## src/rtl/tt_sweep_pkg.sv

```systemverilog
// rtl/tt_sweep_pkg.sv - shared state type and truth-table helpers for the sweep engine
package tt_sweep_pkg;

    typedef enum logic {
        IDLE = 1'b0,
        RUN  = 1'b1
    } state_e;

    // Widest truth table / response slice the helper below can address.
    localparam int TBL_MAX = 1024;
    localparam int OUT_MAX = 32;

    // Number of vectors in a sweep over an n_in-bit stimulus.
    function automatic int vec_count(input int n_in);
        return 1 << n_in;
    endfunction

    // Returns slice [idx*n_out +: n_out] of a packed table, zero-extended to OUT_MAX.
    function automatic logic [OUT_MAX-1:0] tbl_slice(input logic [TBL_MAX-1:0] tbl,
                                                     input int idx,
                                                     input int n_out);
        logic [OUT_MAX-1:0] mask;
        mask = ~({OUT_MAX{1'b1}} << n_out);
        return OUT_MAX'(tbl >> (idx * n_out)) & mask;
    endfunction

endpackage

```

## src/rtl/tt_sweep_if.sv

```systemverilog
// rtl/tt_sweep_if.sv - control, stimulus/response and log bundle of the sweep engine
// master: test controller plus block under test (drives start, abort, resp)
// slave : sweep engine (drives stim, status and log record)
interface tt_sweep_if #(
    parameter int N_IN  = 2,
    parameter int N_OUT = 1
);
    logic             start;
    logic             abort;
    logic [N_IN-1:0]  stim;
    logic [N_OUT-1:0] resp;
    logic             busy;
    logic             done;
    logic             pass;
    logic [N_IN:0]    err_count;
    logic [N_IN-1:0]  first_err_idx;
    logic             log_valid;
    logic [N_IN-1:0]  log_idx;
    logic [N_OUT-1:0] log_resp;
    logic             log_err;

    modport master (
        output start, abort, resp,
        input  stim, busy, done, pass, err_count, first_err_idx,
               log_valid, log_idx, log_resp, log_err
    );

    modport slave (
        input  start, abort, resp,
        output stim, busy, done, pass, err_count, first_err_idx,
               log_valid, log_idx, log_resp, log_err
    );
endinterface

```

## src/rtl/tt_sweep_cmp.sv

```systemverilog
// rtl/tt_sweep_cmp.sv - masked response comparator
// resp_i : sampled response
// exp_i  : expected response
// care_i : 1 = bit is compared, 0 = don't-care
// mism_o : any cared bit differs
module tt_sweep_cmp #(
    parameter int N_OUT = 1
) (
    input  logic [N_OUT-1:0] resp_i,
    input  logic [N_OUT-1:0] exp_i,
    input  logic [N_OUT-1:0] care_i,
    output logic             mism_o
);

    assign mism_o = |((resp_i ^ exp_i) & care_i);

endmodule

```

## src/rtl/tt_sweep.sv

```systemverilog
// rtl/tt_sweep.sv - exhaustive truth-table sweep engine for small combinational blocks
// clk   : rising-edge clock
// rst_n : asynchronous active-low reset
// bus   : slave side of tt_sweep_if (start/abort in, stim out, resp in,
//         busy/done/pass/err_count/first_err_idx status, one log record per vector)
module tt_sweep
    import tt_sweep_pkg::*;
#(
    parameter int                          N_IN     = 2,
    parameter int                          N_OUT    = 1,
    parameter int                          SETTLE   = 2,
    parameter logic [N_OUT*(2**N_IN)-1:0]  EXPECTED = 4'b1000,
    parameter logic [N_OUT*(2**N_IN)-1:0]  CARE     = '1
) (
    input  logic        clk,
    input  logic        rst_n,
    tt_sweep_if.slave   bus
);

    localparam int                 N_VEC    = vec_count(N_IN);
    localparam int                 CNT_W    = $clog2(SETTLE + 1);
    localparam logic [N_IN-1:0]    LAST_IDX = N_IN'(N_VEC - 1);
    localparam logic [CNT_W-1:0]   CNT_LOAD = CNT_W'(SETTLE);
    localparam logic [TBL_MAX-1:0] EXP_TBL  = TBL_MAX'(EXPECTED);
    localparam logic [TBL_MAX-1:0] CARE_TBL = TBL_MAX'(CARE);

    state_e            state_q, state_d;
    logic [N_IN-1:0]   stim_q, stim_d;
    logic [CNT_W-1:0]  cnt_q, cnt_d;
    logic [N_IN:0]     err_q, err_d;
    logic [N_IN-1:0]   first_q, first_d;
    logic              pass_q, pass_d;
    logic              done_q, done_d;
    logic              lv_q, lv_d;
    logic [N_IN-1:0]   lidx_q, lidx_d;
    logic [N_OUT-1:0]  lresp_q, lresp_d;
    logic              lerr_q, lerr_d;

    logic [N_OUT-1:0]  exp_w;
    logic [N_OUT-1:0]  care_w;
    logic              mism;

    // Table lookup for the vector currently on stim; resp arrives combinationally.
    assign exp_w  = N_OUT'(tbl_slice(EXP_TBL, int'(stim_q), N_OUT));
    assign care_w = N_OUT'(tbl_slice(CARE_TBL, int'(stim_q), N_OUT));

    tt_sweep_cmp #(.N_OUT(N_OUT)) u_cmp (
        .resp_i (bus.resp),
        .exp_i  (exp_w),
        .care_i (care_w),
        .mism_o (mism)
    );

    always_comb begin
        state_d = state_q;
        stim_d  = stim_q;
        cnt_d   = cnt_q;
        err_d   = err_q;
        first_d = first_q;
        pass_d  = pass_q;
        done_d  = 1'b0;
        lv_d    = 1'b0;
        lidx_d  = lidx_q;
        lresp_d = lresp_q;
        lerr_d  = lerr_q;

        unique case (state_q)
            IDLE: begin
                if (bus.start) begin
                    state_d = RUN;
                    stim_d  = '0;
                    cnt_d   = CNT_LOAD;
                    err_d   = '0;
                    first_d = '0;
                    pass_d  = 1'b0;
                end
            end
            RUN: begin
                // Abort wins over a coincident sample edge: no record, no done.
                if (bus.abort) begin
                    state_d = IDLE;
                    stim_d  = '0;
                end else if (cnt_q == CNT_W'(1)) begin
                    lv_d    = 1'b1;
                    lidx_d  = stim_q;
                    lresp_d = bus.resp;
                    lerr_d  = mism;
                    if (mism) begin
                        err_d = err_q + (N_IN+1)'(1);
                        if (err_q == '0) begin
                            first_d = stim_q;
                        end
                    end
                    if (stim_q != LAST_IDX) begin
                        stim_d = stim_q + N_IN'(1);
                        cnt_d  = CNT_LOAD;
                    end else begin
                        state_d = IDLE;
                        done_d  = 1'b1;
                        pass_d  = (err_d == '0);
                        stim_d  = '0;
                    end
                end else begin
                    cnt_d = cnt_q - CNT_W'(1);
                end
            end
            default: state_d = IDLE;
        endcase
    end

    always_ff @(posedge clk or negedge rst_n) begin
        if (!rst_n) begin
            state_q <= IDLE;
            stim_q  <= '0;
            cnt_q   <= '0;
            err_q   <= '0;
            first_q <= '0;
            pass_q  <= 1'b0;
            done_q  <= 1'b0;
            lv_q    <= 1'b0;
            lidx_q  <= '0;
            lresp_q <= '0;
            lerr_q  <= 1'b0;
        end else begin
            state_q <= state_d;
            stim_q  <= stim_d;
            cnt_q   <= cnt_d;
            err_q   <= err_d;
            first_q <= first_d;
            pass_q  <= pass_d;
            done_q  <= done_d;
            lv_q    <= lv_d;
            lidx_q  <= lidx_d;
            lresp_q <= lresp_d;
            lerr_q  <= lerr_d;
        end
    end

    assign bus.stim          = stim_q;
    assign bus.busy          = (state_q == RUN);
    assign bus.done          = done_q;
    assign bus.pass          = pass_q;
    assign bus.err_count     = err_q;
    assign bus.first_err_idx = first_q;
    assign bus.log_valid     = lv_q;
    assign bus.log_idx       = lidx_q;
    assign bus.log_resp      = lresp_q;
    assign bus.log_err       = lerr_q;

endmodule

```

## src/flat_wrapper.sv

```systemverilog
// flat-port wrapper written by rule: the top's interface ports become plain ports
module tt_sweep_flat import tt_sweep_pkg::*;
#(
    parameter int                          N_IN     = 2,
    parameter int                          N_OUT    = 1,
    parameter int                          SETTLE   = 2,
    parameter logic [N_OUT*(2**N_IN)-1:0]  EXPECTED = 4'b1000,
    parameter logic [N_OUT*(2**N_IN)-1:0]  CARE     = '1
)
  (clk, rst_n, bus_start, bus_abort, bus_resp, bus_stim, bus_busy, bus_done, bus_pass, bus_err_count, bus_first_err_idx, bus_log_valid, bus_log_idx, bus_log_resp, bus_log_err);
  tt_sweep_if #(.N_IN(N_IN), .N_OUT(N_OUT)) bus_i ();
  input  logic clk;
  input  logic rst_n;
  input wire logic [$bits(bus_i.start)-1:0] bus_start;
  input wire logic [$bits(bus_i.abort)-1:0] bus_abort;
  input wire logic [$bits(bus_i.resp)-1:0] bus_resp;
  output wire logic [$bits(bus_i.stim)-1:0] bus_stim;
  output wire logic [$bits(bus_i.busy)-1:0] bus_busy;
  output wire logic [$bits(bus_i.done)-1:0] bus_done;
  output wire logic [$bits(bus_i.pass)-1:0] bus_pass;
  output wire logic [$bits(bus_i.err_count)-1:0] bus_err_count;
  output wire logic [$bits(bus_i.first_err_idx)-1:0] bus_first_err_idx;
  output wire logic [$bits(bus_i.log_valid)-1:0] bus_log_valid;
  output wire logic [$bits(bus_i.log_idx)-1:0] bus_log_idx;
  output wire logic [$bits(bus_i.log_resp)-1:0] bus_log_resp;
  output wire logic [$bits(bus_i.log_err)-1:0] bus_log_err;
  assign bus_i.start = bus_start;
  assign bus_i.abort = bus_abort;
  assign bus_i.resp = bus_resp;
  assign bus_stim = bus_i.stim;
  assign bus_busy = bus_i.busy;
  assign bus_done = bus_i.done;
  assign bus_pass = bus_i.pass;
  assign bus_err_count = bus_i.err_count;
  assign bus_first_err_idx = bus_i.first_err_idx;
  assign bus_log_valid = bus_i.log_valid;
  assign bus_log_idx = bus_i.log_idx;
  assign bus_log_resp = bus_i.log_resp;
  assign bus_log_err = bus_i.log_err;
  tt_sweep #(.N_IN(N_IN), .N_OUT(N_OUT), .SETTLE(SETTLE), .EXPECTED(EXPECTED), .CARE(CARE)) u_core (.clk(clk), .rst_n(rst_n), .bus(bus_i));
endmodule
```

## config.mk

```make
export PLATFORM = sky130hd
export DESIGN_NAME = tt_sweep_flat
export DESIGN_NICKNAME = d
export VERILOG_FILES = /design/src/rtl/tt_sweep_pkg.sv /design/src/rtl/tt_sweep_if.sv /design/src/rtl/tt_sweep_cmp.sv /design/src/rtl/tt_sweep.sv /design/src/flat_wrapper.sv
export SDC_FILE = /design/constraint.sdc
export NUM_CORES = 1
export LEC_CHECK = 0
export CAP_MARGIN = 20
export CELL_PAD_IN_SITES_DETAIL_PLACEMENT = 2
export CELL_PAD_IN_SITES_GLOBAL_PLACEMENT = 2
export CORE_MARGIN = 2
export CORE_UTILIZATION = 26
export CTS_CLUSTER_DIAMETER = 80
export DETAILED_ROUTE_END_ITERATION = 16
export PLACE_DENSITY_LB_ADDON = 0.1
export SYNTH_ARGS = -nofsm -noshare
export SYNTH_HDL_FRONTEND = slang
export SYNTH_SLANG_ARGS = --single-unit
```

## constraint.sdc

```tcl
create_clock -name clk -period 1.64 [get_ports clk]
set_clock_uncertainty 0.15 [all_clocks]
set_input_delay 0.246 -clock clk [delete_from_list [all_inputs] [get_ports clk]]
set_output_delay 0.246 -clock clk [all_outputs]
set_load 0.1 [all_outputs]
```

; ---- Yosys cells after proc, flatten, opt, wreduce, memory -nomap -nowiden
; Index checks and enable logic that the tools add are counted.
[op_classes]
add_sub_neg = 3
n_eq_ne = 10
shift = 2
mux = 40
bitwise_logic = 4
n_reduce_logical = 8
[ops]
columns = cell, n
row1 = two-way mux 2 bit, 12
row2 = two-way mux 3 bit, 7
row3 = two-way mux 1 bit, 15
row4 = inequality test 2 bit (second input constant), 7
row5 = case mux 2 bit (2 select lines), 3
row6 = AND reduction 3 bit, 3
row7 = >> shifter 4 x 2 -> 1 bit (first input constant), 2
row8 = logical NOT 3 bit, 2
row9 = inequality test 3 bit (second input constant), 2
row10 = case mux 3 bit (2 select lines), 1
row11 = AND reduction 5 bit, 1
row12 = case mux 1 bit (2 select lines), 2
row13 = AND reduction 4 bit, 1
row14 = adder 3 x 1 -> 3 bit (second input constant), 1
row15 = adder 2 x 1 -> 2 bit (second input constant), 1
row16 = == test 2 x 1 -> 1 bit (second input constant), 1
row17 = inverter 1 bit, 2
row18 = AND reduction 2 bit, 1
row19 = subtractor 2 x 1 -> 2 bit (second input constant), 1
row20 = AND 1 bit, 1
row21 = bitwise XOR 1 bit, 1
[word_totals]
register_bits = 17
in_bits = 5
output_inout_bits = 15
wordCells = 78

; ---- Depth between registers and ports, before layout
; Gate-level depths: netlist of run 1.
[logic_depth]
ltp_word = 12
ltp_mapped = 6
ltp_nobuf = 6

; ---- Hierarchy
; Synthesis of run 1 repeated with hierarchy kept, for this count alone.
[hier_totals]
hier_cells = 80
area_unflattened_um2 = 870.8
[by_module_without_submodules]
columns = mod, n_inst, cells_per_inst, area_each_um2, seq_area_each_um2
row1 = tt_sweep, 1, 78, 855.8, 425.4
row2 = tt_sweep_cmp, 1, 2, 15.0, 0.0

; ---- Least setup slack after synthesis of run 1
; No wires, ideal clock.
[synth_path]
path_kind = reg-to-reg
from = register u_core.stim_q[0], in the netlist u_core.bus.stim[0]
to = register u_core.first_q[0], in the netlist u_core.bus.first_err_idx[0]
setup_time_ns = 0.123
arrival_time_ns = 2.159
required_ns = 1.367
slack_ns = -0.792
path_stages_with_launch = 6
n_path_buf = 0
synth_period_minus_slack_ns = 2.432
cell_sequence = dfrtp_1 ha_1 xnor2_1 or3b_1 a22o_1 a22o_1
[synth_via]
elab_chain_len = 5
word_cells_on_any_way = 11
cone_classes = eq/ne (1) / shift (2) / mux (5) / bitwise (2) / reduce/logical (1)
[synth_lines]
columns = item, line
row1 = start: declaration, tt_sweep.sv:28  ; logic [N_IN-1:0] stim_q, stim_d;
row2 = start signal: assignment, tt_sweep.sv:126  ; stim_q <= stim_d;
row3 = >> shifter 4 x 2 -> 1 bit / two-way mux 2 bit (equally long branches), "tt_sweep_pkg.sv:24, tt_sweep.sv:90"
row4 = bitwise XOR 1 bit / two-way mux 2 bit (equally long branches), "tt_sweep_cmp.sv:15, tt_sweep.sv:88"
row5 = AND 1 bit / two-way mux 2 bit (equally long branches), "tt_sweep_cmp.sv:15, tt_sweep.sv:83"
row6 = inequality test 2 bit (no line) / two-way mux 2 bit (equally long branches), --
row7 = AND reduction 5 bit (no line) / case mux 2 bit (2 select lines) (equally long branches), --
row8 = end signal: assignment, tt_sweep.sv:129  ; first_q <= first_d;
row9 = end: declaration, tt_sweep.sv:31  ; logic [N_IN-1:0] first_q, first_d;
; Parallel ways exist; a longest one is shown, timed or not. The select of a mux whose other input is x is not followed.
; A chain may end at the register's enable or synchronous reset.

; ---- Final worst setup path of run 1
[layout_path]
from = register u_core.stim_q[1], in the netlist u_core.bus.stim[1]
to = register u_core.first_q[0], in the netlist u_core.bus.first_err_idx[0]
[layout_via]
elab_chain_len = 5
word_cells_on_any_way = 6
cone_classes = eq/ne (1) / shift (2) / bitwise (2) / reduce/logical (1)
[layout_lines]
columns = item, line
row1 = >> shifter 4 x 2 -> 1 bit, tt_sweep_pkg.sv:24  ; return OUT_MAX'(tbl >> (idx * n_out)) & mask;
row2 = bitwise XOR 1 bit, tt_sweep_cmp.sv:15  ; assign mism_o = |((resp_i ^ exp_i) & care_i);
row3 = AND 1 bit (*), tt_sweep_cmp.sv:15
row4 = inequality test 2 bit (no line) (*), --
row5 = AND reduction 5 bit (no line) (*), --
; Mark *: on every way between the ends. The rest lies on a longest branch, timed or not.

==> results of run 1 <==
==> final timing paths <==
check / cells after the start / slack [ns] / endpoint
setup / recovery: 5 / -0.25 / u_core.bus.first_err_idx[0]
hold / removal: 1 / 0.04 / u_core.bus.stim[1]
setup reg to reg: 5 / -0.25 / u_core.bus.first_err_idx[0]
hold reg to reg: 2 / 0.42 / u_core.bus.log_idx[1]
max in group asynchronous: 2 / 0.86 / u_core.bus.done
min in group clk: 2 / 0.42 / u_core.bus.log_idx[1]
==> through the flow <==
| step | area (sq um) | hold slack, ns | util [%] | power (mW) |
|---|---|---|---|---|
| 2_1_floorplan | 870 | -0.200 | - | 0.899 |
| 3_3_place_gp | 1390 | 0.360 | 45.4 | 1.15 |
| 3_5_place_dp | 1390 | 0.374 | 45.4 | 1.17 |
| 4_1_cts | 1440 | 0.0500 | 47.2 | 1.41 |
| 5_1_grt | 1510 | 0.0529 | 49.3 | 1.50 |
| 6_report | 1510 | 0.0387 | 49.3 | 1.43 |
==> cell families after synthesis <==
| group | synth area share (%) |
|---|---|
| and+or+nand+nor | 18.4 |
| AOI/OAI and AO/OA | 14.1 |
| DFF | 50.9 |
| buffers and inverters | 4.04 |
| xor gates and xnor gates | 4.19 |
| adders and majority gates | 5.99 |
| muxes | 2.40 |
==> state kept, by name, indices dropped and copies added (netlist names) <==
register,flops
u_core.bus.pass,1
u_core.bus.err_count,3
u_core.bus.log_idx,2
u_core.bus.first_err_idx,2
u_core.bus.log_err,1
u_core.bus.stim,2
u_core.bus.done,1
u_core.bus.log_resp,1
u_core.bus.log_valid,1
u_core.cnt_q,2
u_core.bus.busy,1
==> layer usage <==
metal  global-route usage, %  vias up  share of wire [%]
met1                    18.3      387                 40
li1                        -      372                  -
met5                       0        -                  0
met2                    30.4       16                 57
met3                    3.20        2                2.9
met4                    4.66        0               0.54
==> worst reg2reg max path: stages, from the launching register on <==
cell     delay [ns]
dfrtp_4        0.51
ha_4           0.18
xnor2_2        0.14
or3b_4         0.38
a21oi_1        0.26
a22o_1         0.20
==> power by group <==
group	leakage (nW)	internal, mW	switching, mW	total (mW)
Sequential	0.219	0.472	0.0675	0.540
Clock	0.0150	0.0949	0.147	0.241
Combinational	0.457	0.243	0.404	0.648
Total	0.691	0.810	0.618	1.43
==> placed cells by master, fill, tap and decap left out, drive strengths merged, types with 2 or more instances in the layout <==
cell           count
dfrtp             17
inv                7
nor2b              2
clkbuf             4
o21ai              5
nand3              2
nor2               2
a31oi              2
clkdlybuf4s50      4
a21oi              5
a21o               2
nand2             19
nor3               2
ha                 4
mux2i              2
xnor2              3
a22o               3
buf               35
==> cell type report <==
type | instances | area [sq um] | area share (%)
clock buffers | 4 | 26.3 | 1.75
multi-input cells | 60 | 453 | 30.1
flip-flops and latches | 17 | 439 | 29.2
well taps | 44 | 55.1 | 3.66
repair buffers | 39 | 505 | 33.6
inverters | 7 | 26.3 | 1.75
==> what timing repair did <==
action                     4_1_cts  5_1_grt
setup buffers                    0        3
hold endpoints to repair         0        0
setup endpoints to repair        7        7
resized for setup                5       11
pin swaps                        2        2
==> impl_metrics.toml, run 1 <==
[route]
drc = 0
drt-total-wl_um = 2770
drtPass1Iterations = 2
via_per_inst = 4.54
drt_iter0_drc = 16
via_count = 777
drt-wirelength-per-cell_um = 16.2
final_antenna_net_count = 0

[pwr]
powerDensity_nw_per_um2 = 949
peakVddDrop_v = 0.000329
p_leak_nw = 0.691

[critical_path]
crit_fanout = 2
critical_path_class = "reg2reg"
cp_cell_sequence = "ha_4 > xnor2_2 > or3b_4 > a21oi_1 > a22o_1"
cp-start-kind = "flop"
critPathCaptureType = "flop"
cp_num_buf_inv = 0
worstPathArrival_ns = 1.99
critPathMaxStageDelay_ns = 0.51
critical_path.reg2reg.startpoint = "u_core.bus.stim[1]"
crit_required_ns = 1.74
critPathLaunch = "u_core.bus.stim[1]"
cpLargestDelayFamily = "flip-flops"
slowest_stage = "dfrtp_4"

[synth]
synth_seq_cells = 17
synth_edf_count = 0
yosysMostFrequentCell = "nand2_1"
synth.area.top_cells = "dfrtp_1, nand2_1, ha_1"
syn_inst = 85
avgSynthCellArea_sq_um = 9.83
syn_nets = 94
ys_seq_area_share_pct = 50.9
yosys_warnings = 0
synthDistinctLibCells = 25
synth_commonest_cells = "nand2_1, dfrtp_1, inv_1"
syn_area_sq_um = 836
ys.flop_type = "dfrtp_1"
synthArstFlopShare_pct = 100
yosys.area.top_type = "dfrtp_1"
yosysTopAreaCellShare_pct = 50.9

[grt]
first_global_vias = 854
grt_pass1_wl_um = 4200
grt_max_degree = 12
grt-ovfl-total = 0
gr-usage-all-layers_pct = 16.2
antenna_found_initial = 0

[clock_network]
cts_max_level = 1
insertion_delay_ns = 0.31
cts_buffer_depth = 2
cts_hold_buf = 0
clock-root-buffer = "clkbuf_4"
cts_buffers = 3
cts.clk_slew.worst_paths_ns = 0.11
clock-sinks = 17
cts_tree = "built"

[floorplanning]
die_h_um = 60.7
rows = 20
die_w_um = 60.7
io_pins = 20
fp.coreArea_sq_um = 3050
die_area_sq_um = 3680
initial_core_util_pct = 27.4

[placed_design]
place_ws_ns = -0.303
gp_congestion = 0.702
dpl.cell_count = 164
place_hpwl_um = 2170
port-buffer-count = 19

[sta]
final-hold-violation-count = 0
finalCritPeriodShare_pct = 115
period_needed_ns = 1.89
setup_ws_ns = -0.247
fin_tns_setup_ns = -0.989
finalSetupViolations = 7
tightest_slew_ns = 0.332
relSlewSlack_pct = 77.8
max_freq_mhz = 530
grt_setup_unrepaired = "yes"
drv_slew = 0

[layout]
area_delta_synth_final_pct = 80.1
layout-drive-gt1-share_pct = 43.3
fin_cells = 171
nets = 137
fillers = 330
diodes = 0

[job]
max-cap-violations = 0

[run_status]
violations = "negative setup slack"
status = "finished, violations left"

[min_path]
hold_path_class = "in2async"
Note: power is estimated with default switching activity, not from simulation.
==> run 2, diff against run 1 <==
--- a/config.mk
+++ b/config.mk
@@ -12,6 +12,7 @@
 export CORE_UTILIZATION = 26
 export CTS_CLUSTER_DIAMETER = 80
 export DETAILED_ROUTE_END_ITERATION = 16
+export GPL_ROUTABILITY_DRIVEN = 0
 export PLACE_DENSITY_LB_ADDON = 0.1
 export SYNTH_ARGS = -nofsm -noshare
 export SYNTH_HDL_FRONTEND = slang
==> results of run 2 <==
The final DEF is identical to that of run 1; final timing and power are the same.
==> run 3, diff against run 2 <==
--- a/config.mk
+++ b/config.mk
@@ -8,12 +8,12 @@
 export CAP_MARGIN = 20
 export CELL_PAD_IN_SITES_DETAIL_PLACEMENT = 2
 export CELL_PAD_IN_SITES_GLOBAL_PLACEMENT = 2
-export CORE_MARGIN = 2
 export CORE_UTILIZATION = 26
 export CTS_CLUSTER_DIAMETER = 80
 export DETAILED_ROUTE_END_ITERATION = 16
 export GPL_ROUTABILITY_DRIVEN = 0
 export PLACE_DENSITY_LB_ADDON = 0.1
+export SKIP_CTS_REPAIR_TIMING = 1
 export SYNTH_ARGS = -nofsm -noshare
 export SYNTH_HDL_FRONTEND = slang
 export SYNTH_SLANG_ARGS = --single-unit
==> run 3 against run 2 <==
- sequential power is essentially flat
- flip-flop and latch count is the same
- die area shrank 6.5%
- total power grew 1.2%
- the flow still finishes with violations (negative setup slack)
==> impl_metrics.toml, run 3 (synthesis results as in run 1) <==
[grt]
first_global_vias = 885
grt_pass1_wl_um = 4260
grt_max_degree = 18
grt-ovfl-total = 0
gr-usage-all-layers_pct = 17.8
antenna_found_initial = 0

[layout]
layout-drive-gt1-share_pct = 45.0
final_cell_mix = "buf_4, nand2_1, buf_12"
final_common_cell = "buf_4"
regArea_sq_um = 439
diodes = 0
largest_reg_flops = 3
fillers = 318
fin_area_sq_um = 1540
nets = 139
multiInputGateArea_sq_um = 468
area_delta_synth_final_pct = 83.7

[floorplanning]
die_area_sq_um = 3450
initial_core_util_pct = 27.4
die_w_um = 58.7
io_pins = 20
die_h_um = 58.7
rows = 20
fp.coreArea_sq_um = 3050

[critical_path]
slowest_stage = "dfrtp_4"
rr_worst_depth = 5
cp_cell_sequence = "ha_4 > xnor2_4 > or3b_4 > a22o_1 > a22o_1"
cp-start-kind = "flop"
cp_num_buf_inv = 0
worstPathArrival_ns = 1.96
cpLargestDelayFamily = "flip-flops"
critPathMaxStageDelay_ns = 0.52
critical_path_class = "reg2reg"
worst_path_most_repeated_cell = "a22o_1"
rrSetupSlack_ns = -0.25
critical_path.reg2reg.startpoint = "u_core.bus.stim[0]"
crit_fanout = 2
crit_required_ns = 1.71
r2r_end = "u_core.bus.first_err_idx[1]"
critPathCaptureType = "flop"

[pwr]
p_leak_nw = 0.710
total_power_mw = 1.45
combPwrFrac_pct = 45.4
seqPwrFrac_pct = 37.3
p_switching_mw = 0.633
switching_share_pct = 43.7
powerDensity_nw_per_um2 = 942
pwr-share-clk_pct = 17.3
p_int_mw = 0.814
peakVddDrop_v = 0.000362

[route]
drc = 0
drt_iter0_drc = 9
drt-total-wl_um = 2800
via_count = 795
final_antenna_net_count = 0
drt-wirelength-per-cell_um = 16.2
drtPass1Iterations = 2
via_per_inst = 4.60

[sta]
relSlewSlack_pct = 83.8
timing.hold.ws_ns = 0.104
fin_tns_setup_ns = -0.938
finalCritPeriodShare_pct = 115
drv_slew = 0
setup_ws_ns = -0.254
tightest_slew_ns = 0.243
period_needed_ns = 1.89
final-hold-violation-count = 0
grt_setup_unrepaired = "yes"
finalSetupViolations = 6
max_freq_mhz = 528

[job]
max-cap-violations = 0

[run_status]
status = "finished, violations left"
violations = "negative setup slack"

[clock_network]
cts_buffers = 3
cts.clk_slew.worst_paths_ns = 0.12
cts_buffer_depth = 2
clock-root-buffer = "clkbuf_4"
cts_max_level = 1
insertion_delay_ns = 0.31
clock-sinks = 17
cts_tree = "built"

[placed_design]
placed_area_sq_um = 1390
place_hpwl_um = 2080
port-buffer-count = 19
place_ws_ns = -0.277

[min_path]
hold_path_class = "in2async"
-- run 3: final cells by class --
| type | count | share of cell area (%) |
|---|---|---|
| clock buffers | 3 | 1.47 |
| clock inverters | 1 | 0.326 |
| inverters | 7 | 1.87 |
| multi-input cells | 60 | 30.5 |
| flip-flops and latches | 17 | 28.6 |
| well taps | 44 | 3.59 |
| repair buffers | 41 | 33.7 |
-- run 3: how the worst max path moves through the flow --
stage / from / end / slack (ns) / cells after the start
floorplan: u_core.bus.stim[1] / u_core.bus.first_err_idx[0] / -0.33 / 5
global placement: bus_resp / u_core.bus.first_err_idx[1] / -0.22 / 5
detailed placement: bus_resp / u_core.bus.first_err_idx[1] / -0.28 / 5
CTS: u_core.bus.stim[1] / u_core.bus.err_count[1] / -0.26 / 7
global route: u_core.bus.stim[1] / u_core.bus.first_err_idx[1] / -0.29 / 5
finish: u_core.bus.stim[0] / u_core.bus.first_err_idx[1] / -0.25 / 5
-- run 3: per-stage QoR --
step / utilization [%] / cells
floorplan: - / 85
global placement: 45.4 / 164
detailed placement: 45.4 / 164
CTS: 46.3 / 168
global route: 50.3 / 173
finish: 50.3 / 173
-- run 3: power by group through the flow --
stage                     Clock [mW]  Sequential, mW  Combinational [mW]
final                          0.250           0.540               0.656
after global routing           0.268           0.547               0.687
after global placement             0           0.542               0.604
after detailed placement           0           0.548               0.624
after CTS                      0.254           0.540               0.625
after floorplan                    0           0.786               0.113
-- run 3: layer usage --
metal  wire length, um  share of wire (%)  GRT usage, %
met3                77                2.8          3.30
met5                 0                  0             0
met4                63                2.3          9.18
met1              1090                 39          18.4
met2              1570                 56          33.8
